File: src/rtl/cla_pkg.sv
// Shared constants and types for the 16-bit lookahead/ripple adder.
package cla_pkg;
  localparam int DATA_W  = 16;
  localparam int BLK_W   = 4;
  localparam int NUM_BLK = 4;

  typedef logic [DATA_W-1:0] word_t;
  typedef logic [BLK_W-1:0]  nib_t;
endpackage

File: src/rtl/cla_4bit.sv
// Combinational 4-bit carry-lookahead block. All carries are flat
// sum-of-products on cin so nothing ripples inside the block.
// c_msb is the carry into bit 3, used for signed overflow detection.
module cla_4bit
  import cla_pkg::*;
(
  input  logic [BLK_W-1:0] a,
  input  logic [BLK_W-1:0] b,
  input  logic             cin,
  output logic [BLK_W-1:0] s,
  output logic             cout,
  output logic             c_msb
);
  nib_t                p, g;
  logic [BLK_W:0]      c;

  // propagate/generate, lookahead carries and sum bits
  always_comb begin
    p    = a ^ b;
    g    = a & b;
    c[0] = cin;
    c[1] = g[0] | (p[0] & cin);
    c[2] = g[1] | (p[1] & g[0]) | (p[1] & p[0] & cin);
    c[3] = g[2] | (p[2] & g[1]) | (p[2] & p[1] & g[0])
         | (p[2] & p[1] & p[0] & cin);
    c[4] = g[3] | (p[3] & g[2]) | (p[3] & p[2] & g[1])
         | (p[3] & p[2] & p[1] & g[0]) | (p[3] & p[2] & p[1] & p[0] & cin);
    s     = p ^ c[BLK_W-1:0];
    cout  = c[4];
    c_msb = c[3];
  end
endmodule

File: src/rtl/cla16_ripple_adder.sv
// Registered 16-bit adder: four 4-bit CLA blocks with block-to-block carry
// ripple. REG_IN=1 adds an input register stage (latency 2, else 1).
// Macro CLA16_OVERFLOW_EN adds the registered signed-overflow output ovf.
module cla16_ripple_adder
  import cla_pkg::*;
#(
  parameter int REG_IN = 0
) (
  input  logic              clk,
  input  logic              rst,
  input  logic [DATA_W-1:0] in1,
  input  logic [DATA_W-1:0] in2,
  input  logic              c_in,
  output logic [DATA_W-1:0] sum,
`ifdef CLA16_OVERFLOW_EN
  output logic              ovf,
`endif
  output logic              c_out
);
  word_t                             op_a, op_b;
  logic                              op_c;
  logic [NUM_BLK-1:0][BLK_W-1:0]     sum_nib;
  logic [NUM_BLK:0]                  carry;
  logic [NUM_BLK-1:0]                c_msb;

  generate
    if (REG_IN != 0) begin : g_reg_in
      word_t in1_q, in1_d, in2_q, in2_d;
      logic  c_in_q, c_in_d;

      // next-state of the optional operand register
      always_comb begin
        in1_d  = in1;
        in2_d  = in2;
        c_in_d = c_in;
      end

      // operand register, cleared by reset
      always_ff @(posedge clk) begin
        if (rst) begin
          in1_q  <= '0;
          in2_q  <= '0;
          c_in_q <= 1'b0;
        end else begin
          in1_q  <= in1_d;
          in2_q  <= in2_d;
          c_in_q <= c_in_d;
        end
      end

      assign op_a = in1_q;
      assign op_b = in2_q;
      assign op_c = c_in_q;
    end else begin : g_no_reg_in
      assign op_a = in1;
      assign op_b = in2;
      assign op_c = c_in;
    end
  endgenerate

  assign carry[0] = op_c;

  generate
    for (genvar k = 0; k < NUM_BLK; k++) begin : g_blk
      cla_4bit u_cla (
        .a     (op_a[k*BLK_W +: BLK_W]),
        .b     (op_b[k*BLK_W +: BLK_W]),
        .cin   (carry[k]),
        .s     (sum_nib[k]),
        .cout  (carry[k+1]),
        .c_msb (c_msb[k])
      );
    end
  endgenerate

  // Only block 3's c_msb matters, and only when overflow is enabled.
  logic unused_c_msb;
  assign unused_c_msb = ^c_msb;

  word_t sum_q, sum_d;
  logic  c_out_q, c_out_d;

  // next result from the adder chain
  always_comb begin
    sum_d   = sum_nib;
    c_out_d = carry[NUM_BLK];
  end

  // result register; reset wins over capture
  always_ff @(posedge clk) begin
    if (rst) begin
      sum_q   <= '0;
      c_out_q <= 1'b0;
    end else begin
      sum_q   <= sum_d;
      c_out_q <= c_out_d;
    end
  end

  assign sum   = sum_q;
  assign c_out = c_out_q;

`ifdef CLA16_OVERFLOW_EN
  logic ovf_q, ovf_d;

  // signed overflow: carry into bit 15 differs from carry out of bit 15
  always_comb begin
    ovf_d = c_msb[NUM_BLK-1] ^ carry[NUM_BLK];
  end

  // overflow register, same latency as sum
  always_ff @(posedge clk) begin
    if (rst) ovf_q <= 1'b0;
    else     ovf_q <= ovf_d;
  end

  assign ovf = ovf_q;
`endif
endmodule

File: config.mk
export PLATFORM = sky130hd
export DESIGN_NAME = cla16_ripple_adder
export DESIGN_NICKNAME = d
export VERILOG_FILES = /design/src/rtl/cla_pkg.sv /design/src/rtl/cla_4bit.sv /design/src/rtl/cla16_ripple_adder.sv
export SDC_FILE = /design/constraint.sdc
export NUM_CORES = 1
export LEC_CHECK = 0
export CORE_MARGIN = 4
export CORE_UTILIZATION = 40
export CTS_BUF_LIST = sky130_fd_sc_hd__clkbuf_8
export DETAILED_ROUTE_END_ITERATION = 12
export MAX_ROUTING_LAYER = met4
export PLACE_DENSITY = 0.76
export SLEW_MARGIN = 20
export SYNTH_ARGS = -nofsm -noshare
export SYNTH_HDL_FRONTEND = slang
export SYNTH_SLANG_ARGS = --single-unit
File: constraint.sdc
create_clock -name clk -period 4.1 [get_ports clk]
set_input_delay 0.82 -clock clk [delete_from_list [all_inputs] [get_ports clk]]
set_output_delay 0.82 -clock clk [all_outputs]
set_load 0.02 [all_outputs]
==> impl_metrics.yaml, run 1 <==
route:
  dr.pass1.iters: 4
  drt_iter0_drc: 26
  routed_wl_um: 2980
  vias: 1086
  vias_per_cell: 5.25
  drt-wirelength-per-cell_um: 14.4
  drc: 0
  ant_nets: 0
setup_path:
  max_stage_delay_ps: 450
  crit_slowest_cell: "fa_1"
  startpoint_type: "input pin"
  path_class: "input pin to flop"
  crit_required_ps: 4210
  path_depth: 9
  path_max_fanout: 3
  path_delay_family: "adder cells"
  crit_arrival_ps: 3220
  endpoint_kind: "flop"
  worst-path-buf-inv: 1
  path_cells: "clkdlybuf4s50_1 > ha_1 > and2_4 > nand3_4 > a211o_1 > a21bo_1 > o21ai_0 > fa_1 > nor2b_1"
floorplan:
  die_w_um: 63.1
  chipHeight_um: 63.1
  die_area_um2: 3990
  rows: 19
  core-area_um2: 2830
  start_util: 0.430
  pin_count: 52
final_layout:
  layout_commonest_cell: "clkdlybuf4s50_1"
  post-route-util: 0.632
  drive_gt1_frac: 0.0795
  syn_to_final_growth_pct: 47.1
  final_cells: 207
  antenna_cells: 0
  multi_input_comb_area_um2: 835
  final_cell_mix: "51 x clkdlybuf4s50_1, 17 x dfxtp_1, 16 x ha_1"
  nets: 232
  fillers: 248
  design_area_um2: 1790
  regArea_um2: 340
clocking:
  cts_buffers: 3
  clk_pin_slew_worst_paths_ps: 70
  ctsResizeCount: 0
  hold_buffers: 0
  numClockSinks: 17
  post_cts_buffers: 0
  cts_tree: "built"
  cts-root-buf: "clkbuf_8"
  cts_max_level: 1
  clk_path_buf_depth: 2
yosys:
  yosys-mux-area-fraction: 0.0309
  post_synth.cell_area_avg_um2: 9.89
  yosysWarningCount: 0
  synth_ff_type: "dfxtp_1"
  syn_area_um2: 1220
  seq_area_frac_synth: 0.280
  synth_cells: 123
  synth_top_family_by_area: "adder cells"
  synth_seq_cells: 17
  synth_fa_ha_area_frac: 0.230
  synth-xor-area-share: 0.0432
  synth-simple-area-share: 0.185
  synthDistinctLibCells: 39
  synth_edf_count: 0
  async_flop_share: 0
  synth_nets: 178
  synth_compound_area_frac: 0.197
timing:
  relSlewSlack: 0.494
  setup_viol: 0
  rsz0062_at_grt: "no"
  tightest_slew_ps: 757
  max_freq_ghz: 0.322
  period_share: 0.757
  setup_tns_ps: 0
  postLayoutSetupSlackWorst_ps: 995
  drv_slew: 0
  min_period_ps: 3100
  holdWs_ps: 1330
  finalHoldViolations: 0
power:
  netSwitchingPower_mw: 0.173
  share_clk_of_total_power: 0.227
  power.total_mw: 0.550
  p_per_area_nw_per_um2: 307
  ir_drop_mv: 0.125
  p_comb_frac: 0.421
  power.share.switching: 0.314
  p_leak_nw: 0.770
  p_int_mw: 0.377
  seq_power_share: 0.352
job:
  max_cap_violations: 0
global_route:
  grt_pass1_wl_um: 4900
  gr-usage-all-layers: 0.156
  antenna_found_initial: 0
  overflow: 0
  grt_pass1_vias: 1098
  grt_max_degree: 23
outcome:
  status: "complete, no violations"
place:
  place_congestion: 0.898
  dp.cells: 203
  io_buffer_count: 51
  dp_slack_ps: 740
  postPlaceCellArea_um2: 1740
  dp_hpwl_um: 2540
hold_path:
  min_path_type: "input pin to flop"
  hold_path_depth: 4
[routing by layer]
layer,track usage,up-vias,share of wire
li1,-,549,-
met1,0.166,503,0.40
met2,0.292,34,0.54
met3,0.0355,0,0.061
met4,0.0275,0,0
met5,-,-,0
[cells in the mapped netlist, types with 3 or more instances]
master   count  area (um^2)
nor2b_1      6         37.5
a21o_1       4         30.0
a21oi_1      6         30.0
xnor2_1      4         35.0
fa_1         4         80.1
inv_1        5         18.8
nor3b_1      3         22.5
nor2_1      15         56.3
nand2_1      5         18.8
ha_1        16          200
dfxtp_1     17          340
nor3_1       3         15.0
[power groups by stage]
| stage | Combinational [mW] | Clock [mW] | Sequential [mW] |
|---|---|---|---|
| 6_report | 0.232 | 0.125 | 0.194 |
| 3_5_place_dp | 0.233 | 0 | 0.197 |
| 4_1_cts | 0.233 | 0.130 | 0.194 |
| 5_1_grt | 0.252 | 0.137 | 0.196 |
| 2_1_floorplan | 0.106 | 0 | 0.225 |
| 3_3_place_gp | 0.226 | 0 | 0.196 |
[final timing paths]
| path | slack [ps] | end | startpoint |
|---|---|---|---|
| worst max-delay path | 1000 | sum[12] | in1[3] |
| worst min-delay path | 1330 | c_out | in2[15] |
[kinds of logic (layout without fill, tap and decap cells)]
kind of cell,after synthesis,after routing
adders and majority gates,20,20
xor gates and xnor gates,6,6
and+or+nand+nor,42,42
muxes,3,3
buffers and inverters,7,60
DFF,17,17
AOI/OAI and AO/OA,28,28
[final cells by class]
| type | count | share of cell area |
|---|---|---|
| tap | 31 | 0.0217 |
| multi-input combinational | 99 | 0.466 |
| timing repair buffer | 51 | 0.285 |
| sequential | 17 | 0.190 |
| clock buffer | 3 | 0.0231 |
| inverter | 5 | 0.0105 |
| clock inverter | 1 | 0.00280 |
[registers in the layout, summed over array words and instances, names as in the netlist]
signal and count:
sum 16, c_out 1
[worst min-delay path: cells and delay by family]
family          cells  cell delay [ps]
buf+inv             1              460
compound gates      2              140
fa+ha+maj           1              130
(Power assumes the default switching activity.)
==> inputs of run 2 (changes only) <==
Clock period 4.1 ns to 3.2 ns, I/O delays scaled along.
==> impl_metrics.yaml, run 2 (synthesis gave the netlist of run 1 again) <==
outcome:
  status: "complete, no violations"
place:
  io_buffer_count: 51
  postPlaceCellArea_um2: 1760
  dp_slack_ps: 21.8
  dp_hpwl_um: 2510
  place_congestion: 0.914
  dp.cells: 205
clocking:
  numClockSinks: 17
  cts-root-buf: "clkbuf_8"
  clk_pin_slew_worst_paths_ps: 70
  ctsResizeCount: 0
  cts_max_level: 1
  cts_tree: "built"
  clk_path_buf_depth: 2
  hold_buffers: 0
  post_cts_buffers: 0
  cts_buffers: 3
floorplan:
  core-area_um2: 2830
  rows: 19
  chipHeight_um: 63.1
  die_w_um: 63.1
  die_area_um2: 3990
  start_util: 0.430
  pin_count: 52
setup_path:
  crit_required_ps: 3310
  crit_arrival_ps: 3040
  endpoint_kind: "flop"
  path_max_fanout: 5
  startpoint_type: "input pin"
  path_class: "input pin to flop"
timing:
  max_freq_ghz: 0.341
  tightest_slew_ps: 767
  finalHoldViolations: 0
  min_period_ps: 2930
  setup_viol: 0
  relSlewSlack: 0.487
  drv_slew: 0
  rsz0062_at_grt: "no"
  postLayoutSetupSlackWorst_ps: 268
  setup_tns_ps: 0
  period_share: 0.916
global_route:
  grt_pass1_vias: 1160
  grt_pass1_wl_um: 4940
  antenna_found_initial: 0
  overflow: 0
  grt_max_degree: 23
  gr-usage-all-layers: 0.155
final_layout:
  largest_reg_flops: 16
  layout_commonest_cell: "clkdlybuf4s50_1"
  final_cells: 209
  syn_to_final_growth_pct: 48.4
  final_cell_mix: "51 x clkdlybuf4s50_1, 17 x dfxtp_1, 16 x ha_1"
  drive_gt1_frac: 0.0899
  nets: 234
  antenna_cells: 0
  design_area_um2: 1800
  fillers: 230
route:
  dr.pass1.iters: 4
  routed_wl_um: 2950
  drt_iter0_drc: 31
  vias: 1133
  vias_per_cell: 5.42
  drc: 0
  ant_nets: 0
  drt-wirelength-per-cell_um: 14.1
hold_path:
  holdPathEnd: "sum[0]"
  min-delay-start: "in2[0]"
  hold_path_depth: 4
  min_path_type: "input pin to flop"
power:
  p_per_area_nw_per_um2: 394
  ir_drop_mv: 0.282
  p_leak_nw: 0.779
job:
  max_cap_violations: 0
## run 2: power by group
group,internal (mW),switching [mW],leakage [nW]
sequential,0.240,0.00699,0.142
clock,0.0863,0.0758,0.0255
combinational,0.160,0.141,0.612
## run 2: area by class of cell
| cell class | count | area, um^2 | area share |
|---|---|---|---|
| timing repair buffer | 53 | 526 | 0.291 |
| sequential | 17 | 340 | 0.189 |
| multi-input combinational | 99 | 835 | 0.463 |
| tap | 31 | 38.8 | 0.0215 |
| clock buffer | 3 | 41.3 | 0.0229 |
| clock inverter | 1 | 5.00 | 0.00277 |
| inverter | 5 | 18.8 | 0.0104 |
## run 2: critical path, cell delays in order
cell and delay [ps]:
clkdlybuf4s50_1 410, ha_1 360, a21o_1 240, a31oi_2 230, nor3b_1 240, a21bo_1 180
o21ai_0 110, fa_1 410, xnor2_1 170, nor2_1 50
## run 2: how the worst max path moves through the flow
| stage | slack (ps) | startpoint | end |
|---|---|---|---|
| 2_1_floorplan | 610 | in1[3] | sum[12] |
| 3_3_place_gp | 120 | in1[2] | sum[12] |
| 3_5_place_dp | 20 | in1[5] | sum[13] |
| 4_1_cts | 270 | in1[5] | sum[13] |
| 5_1_grt | 150 | in1[5] | sum[13] |
| 6_report | 270 | in1[5] | sum[13] |
## run 2: stage by stage
step	total power, mW	hold WS [ps]	utilization
final	0.710	1150	0.638
after detailed placement	0.554	1390	0.621
after CTS	0.718	1130	0.638
after global routing	0.751	1190	0.638
after global placement	0.544	1380	0.621
after floorplan	0.424	836	-
## run 2: routing by layer
metal  track usage  vias up  share of wire
met2         0.302       50           0.54
met4        0.0248        0         0.0054
li1              -      555              -
met1         0.152      526           0.38
met5             -        -              0
met3        0.0480        2          0.065
==> patch 1: new RTL, config.mk and constraints of run 2 <==
Put one more register stage on the output `sum`. The value now appears one clock later. The other outputs are not delayed to match. Comments in the files are not updated.
--- a/src/rtl/cla16_ripple_adder.sv
+++ b/src/rtl/cla16_ripple_adder.sv
@@ -97,7 +97,9 @@
     end
   end
 
-  assign sum   = sum_q;
+  always_ff @(posedge clk) begin
+    sum <= sum_q;
+  end
   assign c_out = c_out_q;
 
 `ifdef CLA16_OVERFLOW_EN
Formal check against the unedited RTL: not equivalent (a bounded check fails within 4 cycles, from zero or initial values and one cycle with rst high).
==> patch 1 against run 2 <==
Sequential share of layout area up 12 points. Largest power group is now registers. Via count down 1.9%. Die area up 18%. Sequential cell count up 16. Area after synthesis up 20%. Critical path depth unchanged. Clock power up 100%. Power up 54%. Worst hold slack worse by 0.83 ns. Final area up 18%. First-iteration DRC count up 16%. Wire length up 1.1%. Worst setup slack better by 0.33 ns.
==> patch 1: results (changes against run 2) <==
| Metric | Value |
|---|---|
| Outcome | complete, no violations |
| NetSw | 279 uW (+25%) |
| Nonclk buf count | 52 (-1.9%) |
| Comb_multi_in | 91 (-8.1%) |
| Inverter count | 6 (+1) |
| Slew @ Worst Pin | 0.244 ns (-0.523 ns) |
| GRT Util Overall | 13.5% (-2.1 points) |
| Nets | 244 (+4.3%) |
| P_leak | 0.000914 uW (+17%) |
| Met2 wire length | 1620 microns (+0.69%) |
| Vias in the first global route | 1110 (-4.3%) |
| Clk sink count | 33 (+16) |
| Multi-input logic portion of the cell area | 36.0% (-10 points) |
| First-pass GRT wire length | 4550 microns (-8.0%) |
| Clock buffers | 7 (+4) |
| Yosys cell types | 35 (-10%) |
| Synth area leaders | dfxtp_1 45%, ha_1 14%, fa_1 5.5% |
| Layout cells sized above 1 | 10.5% (+1.5 points) |
| Fillers | 284 (+23%) |
| Max Fanout on Critical Path | 6 (+1) |
| Num CTS Buffers | 5 (+2) |
| Critical Path AT | 2.76 ns (-0.28 ns) |
| Met3 usage | 2.46% (-2.3 points) |
| M1 wire length | 1130 microns (-0.18%) |
| Post-synth top cells | 33 x dfxtp_1, 16 x ha_1, 15 x nor2_1, 7 x nor2b_1, 6 x inv_1 |
| Clock buf/inv share | 4.77% (+2.2 points) |
| Data buffer area share | 24.4% (-4.7 points) |
| Antenna diode instance count | 0 (unchanged) |
| Post-synthesis sequential area ratio | 45.2% (+17 points) |
| Register area | 661 sq um (+94%) |
| Clock-pin slew on the worst setup and hold paths | 0.06 ns |
| Routed wl met3 | 141 microns (-27%) |
| Starting DRT DRC Count | 36 (+16%) |
| Vias/cell | 4.71 (-13%) |
| CTS Buffer Depth | 2 (unchanged) |
| Hold/Removal Path Class | reg -> reg |
| Maximum VDD drop | 0.220 mV (-22%) |
| Largest net degree at the start of global routing | 19 (-17%) |
| Gp weighted congestion | 0.867 (-5.2%) |
| Met2 usage | 24.7% (-5.5 points) |
| Placed instance area | 2020 sq um (+15%) |
| Met1 Resource Use GR | 13.3% (-1.8 points) |
| Post-DP HPWL | 2450 microns (-2.4%) |
patch 1: power groups by stage:
stage / clock network (uW) / registers, uW / logic (uW)
after global placement: 0 / 486 / 279
final: 326 / 479 / 288
after detailed placement: 0 / 488 / 288
after CTS: 334 / 480 / 290
after global routing: 350 / 484 / 314
after floorplan: 0 / 522 / 126
patch 1: kinds of logic after synthesis:
kind of cell	after synthesis	synth area share (%)
buffers and inverters	8	2.57
XOR/XNOR	7	4.19
multiplexers	5	4.28
adder cells (fa/ha/maj)	20	19.2
AO/OA/AOI/OAI	23	12.1
flip-flops	33	45.2
AND/OR/NAND/NOR	36	12.6
patch 1: per-stage QoR:
step | total power [uW] | utilization (%) | instances | setup slack [ns] | hold slack, ns
floorplan | 647 | - | 132 | 0.873 | 0.310
global placement | 765 | 58.8 | 228 | 0.360 | 0.310
detailed placement | 776 | 58.8 | 228 | 0.303 | 0.312
CTS | 1100 | 61.7 | 236 | 0.595 | 0.327
global route | 1150 | 61.7 | 236 | 0.477 | 0.332
finish | 1090 | 61.7 | 236 | 0.598 | 0.325
patch 1: worst max-delay path, cell delays in order:
cell	delay (ns)
clkdlybuf4s50_1	0.42
ha_1	0.29
a21o_1	0.19
nand4_1	0.10
nand3_2	0.14
a21oi_4	0.23
o21ai_0	0.15
fa_1	0.40
xnor2_1	0.16
nor2_1	0.05
patch 1: worst paths after layout:
check,end,slack [ns],start,depth (start not counted)
max,sum_q[13],0.60,in1[0],10
min,sum[1],0.32,sum_q[1],0
max reg2reg,sum[11],2.79,sum_q[11],0
min reg2reg,sum[1],0.32,sum_q[1],0
==> patch 2: new RTL, flow settings as in run 2 <==
Without the edit above. `REG_IN`: 0 -> 1.
--- a/src/rtl/cla16_ripple_adder.sv
+++ b/src/rtl/cla16_ripple_adder.sv
@@ -4,7 +4,7 @@
 module cla16_ripple_adder
   import cla_pkg::*;
 #(
-  parameter int REG_IN = 0
+  parameter int REG_IN = 1
 ) (
   input  logic              clk,
   input  logic              rst,
Formal check against the unedited RTL: not equivalent (a bounded check fails within 4 cycles, from zero or initial values and one cycle with rst high).
==> patch 2 against run 2 <==
Worst setup slack better by 0.35 ns. Area after synthesis is 69% higher. Count of clock-buffer cells in the layout is 3 higher. Sequential cell count is 33 higher. Critical endpoint unchanged. Final cell count is 50% higher. Wire length is 19% higher. Final area is 50% higher. Power is 81% higher.
==> patch 2: results (changes against run 2) <==
| Metric | Value |
|---|---|
| Rel. slew slack | 40.3% (-8.4 points) |
| Met2 usage | 20.8% (-9.4 points) |
| Crit path max-delay cell type | fa_1 |
| Post-synth top cells | 50 x dfxtp_1, 39 x nor2b_1, 16 x ha_1, 13 x nor2_1, 9 x a21oi_1 |
| CP endpoint | sum[13] |
| Post-synthesis mux area share | 2.13% (-0.95 points) |
| Post-synth EDFFs | 0 (unchanged) |
| Starting DRT DRC Count | 74 (+140%) |
| First-pass GRT wire length | 6020 microns (+22%) |
| Met2 wire length | 1680 microns (+4.7%) |
| Post-synthesis xor/xnor area fraction | 2.56% (-1.8 points) |
| Crit Path Category | reg -> reg |
| Total grt overflow | 0 (unchanged) |
| M1 wire length | 1580 microns (+39%) |
| Worst slack, placed | 0.640 ns (+0.618 ns) |
| Worst-skew pair later-pin latency | 0.29 ns |
| GRT Util Overall | 12.3% (-3.2 points) |
| Crit-path max cell delay | 0.45 ns (+0.04 ns) |
| Maximum VDD drop | 0.294 mV (+4.2%) |
| Post-DP HPWL | 2750 microns (+9.3%) |
| Hold/Removal Path Class | reg -> reg |
| Hold path depth | 3 (-1) |
| Met3 usage | 3.16% (-1.6 points) |
| Largest net degree at the start of global routing | 55 (+140%) |
| P_leak | 0.00114 uW (+46%) |
| Clock-pin slew on the worst setup and hold paths | 0.09 ns (+0.02 ns) |
| Outcome | complete, no violations |
| CP Depth | 9 (-1) |
| Placed instance area | 2620 sq um (+49%) |
| Antenna diode instance count | 0 (unchanged) |
| Layout cells sized above 1 | 7.69% (-1.3 points) |
| Nets | 301 (+29%) |
| Gp weighted congestion | 0.790 (-13%) |
| CTS Buffer Depth | 2 (unchanged) |
| CTS Root Cell | clkbuf_8 |
| Routed via count | 1454 (+28%) |
| Critical Path AT | 2.73 ns (-0.31 ns) |
| Post-synthesis sequential area ratio | 48.7% (+21 points) |
| PortBufs | 51 (unchanged) |
| Adder-cell share of the synthesized area | 13.6% (-9.4 points) |
| H-tree depth | 2 (+1) |
| Hold path startpoint | g_reg_in.in1_q[0] |
| Reg2reg setup slack | 0.62 ns |
| CP top delay family | compound AO/OA/AOI/OAI gates |
| Worst hold endpoint | sum[0] |
| Synth Net Count | 249 (+40%) |
| Max Fanout on Critical Path | 3 (-2) |
| Worst Clk Skew | 0.00398 ns |
| Number of detailed-route iterations in the first pass | 4 (unchanged) |
| Synth Warn # | 0 (unchanged) |
| Final Hold Fails | 0 (unchanged) |
| Yosys cell types | 40 (+2.6%) |
| Routed wl met3 | 198 microns (+3.1%) |
| Synth area leaders | dfxtp_1 49%, nor2b_1 12%, ha_1 9.7% |
| Synth Area in Compound Gates | 9.74% (-9.9 points) |
| Routed wire per std cell | 11.1 microns (-21%) |
| Cts repair resizes | 0 (unchanged) |
| Register-to-Register Path Depth | 9 |
| Met1 Resource Use GR | 14.0% (-1.1 points) |
| Num CTS Buffers | 5 (+2) |
==> patch 2: cells by family after synthesis <==
kind of cell             Yosys count
AND/OR/NAND/NOR                   75
flip-flops                        50
AO/OA/AOI/OAI                     27
adder cells (fa/ha/maj)           20
buffers and inverters             12
XOR/XNOR                           6
multiplexers                       4
==> patch 2: cell type report <==
cell class	instances	area (sq um)
Fill cell	424	2130
Timing Repair Buffer	51	505
Inverter	6	22.5
Clock buffer	6	82.6
Tap cell	67	83.8
Sequential cell	50	1000
Multi-Input combinational cell	132	1010
Clock inverter	2	12.5
==> patch 2: metrics by stage <==
stage | instances | total power (uW) | hold slack (ns)
CTS | 314 | 1300 | 0.605
global placement | 306 | 928 | 0.575
floorplan | 194 | 828 | 0.570
finish | 314 | 1280 | 0.605
detailed placement | 306 | 932 | 0.590
global route | 314 | 1360 | 0.647
==> patch 2: power breakdown <==
part           switching, uW  internal, uW
sequential              14.3           665
combinational            106           129
clock                    196           174
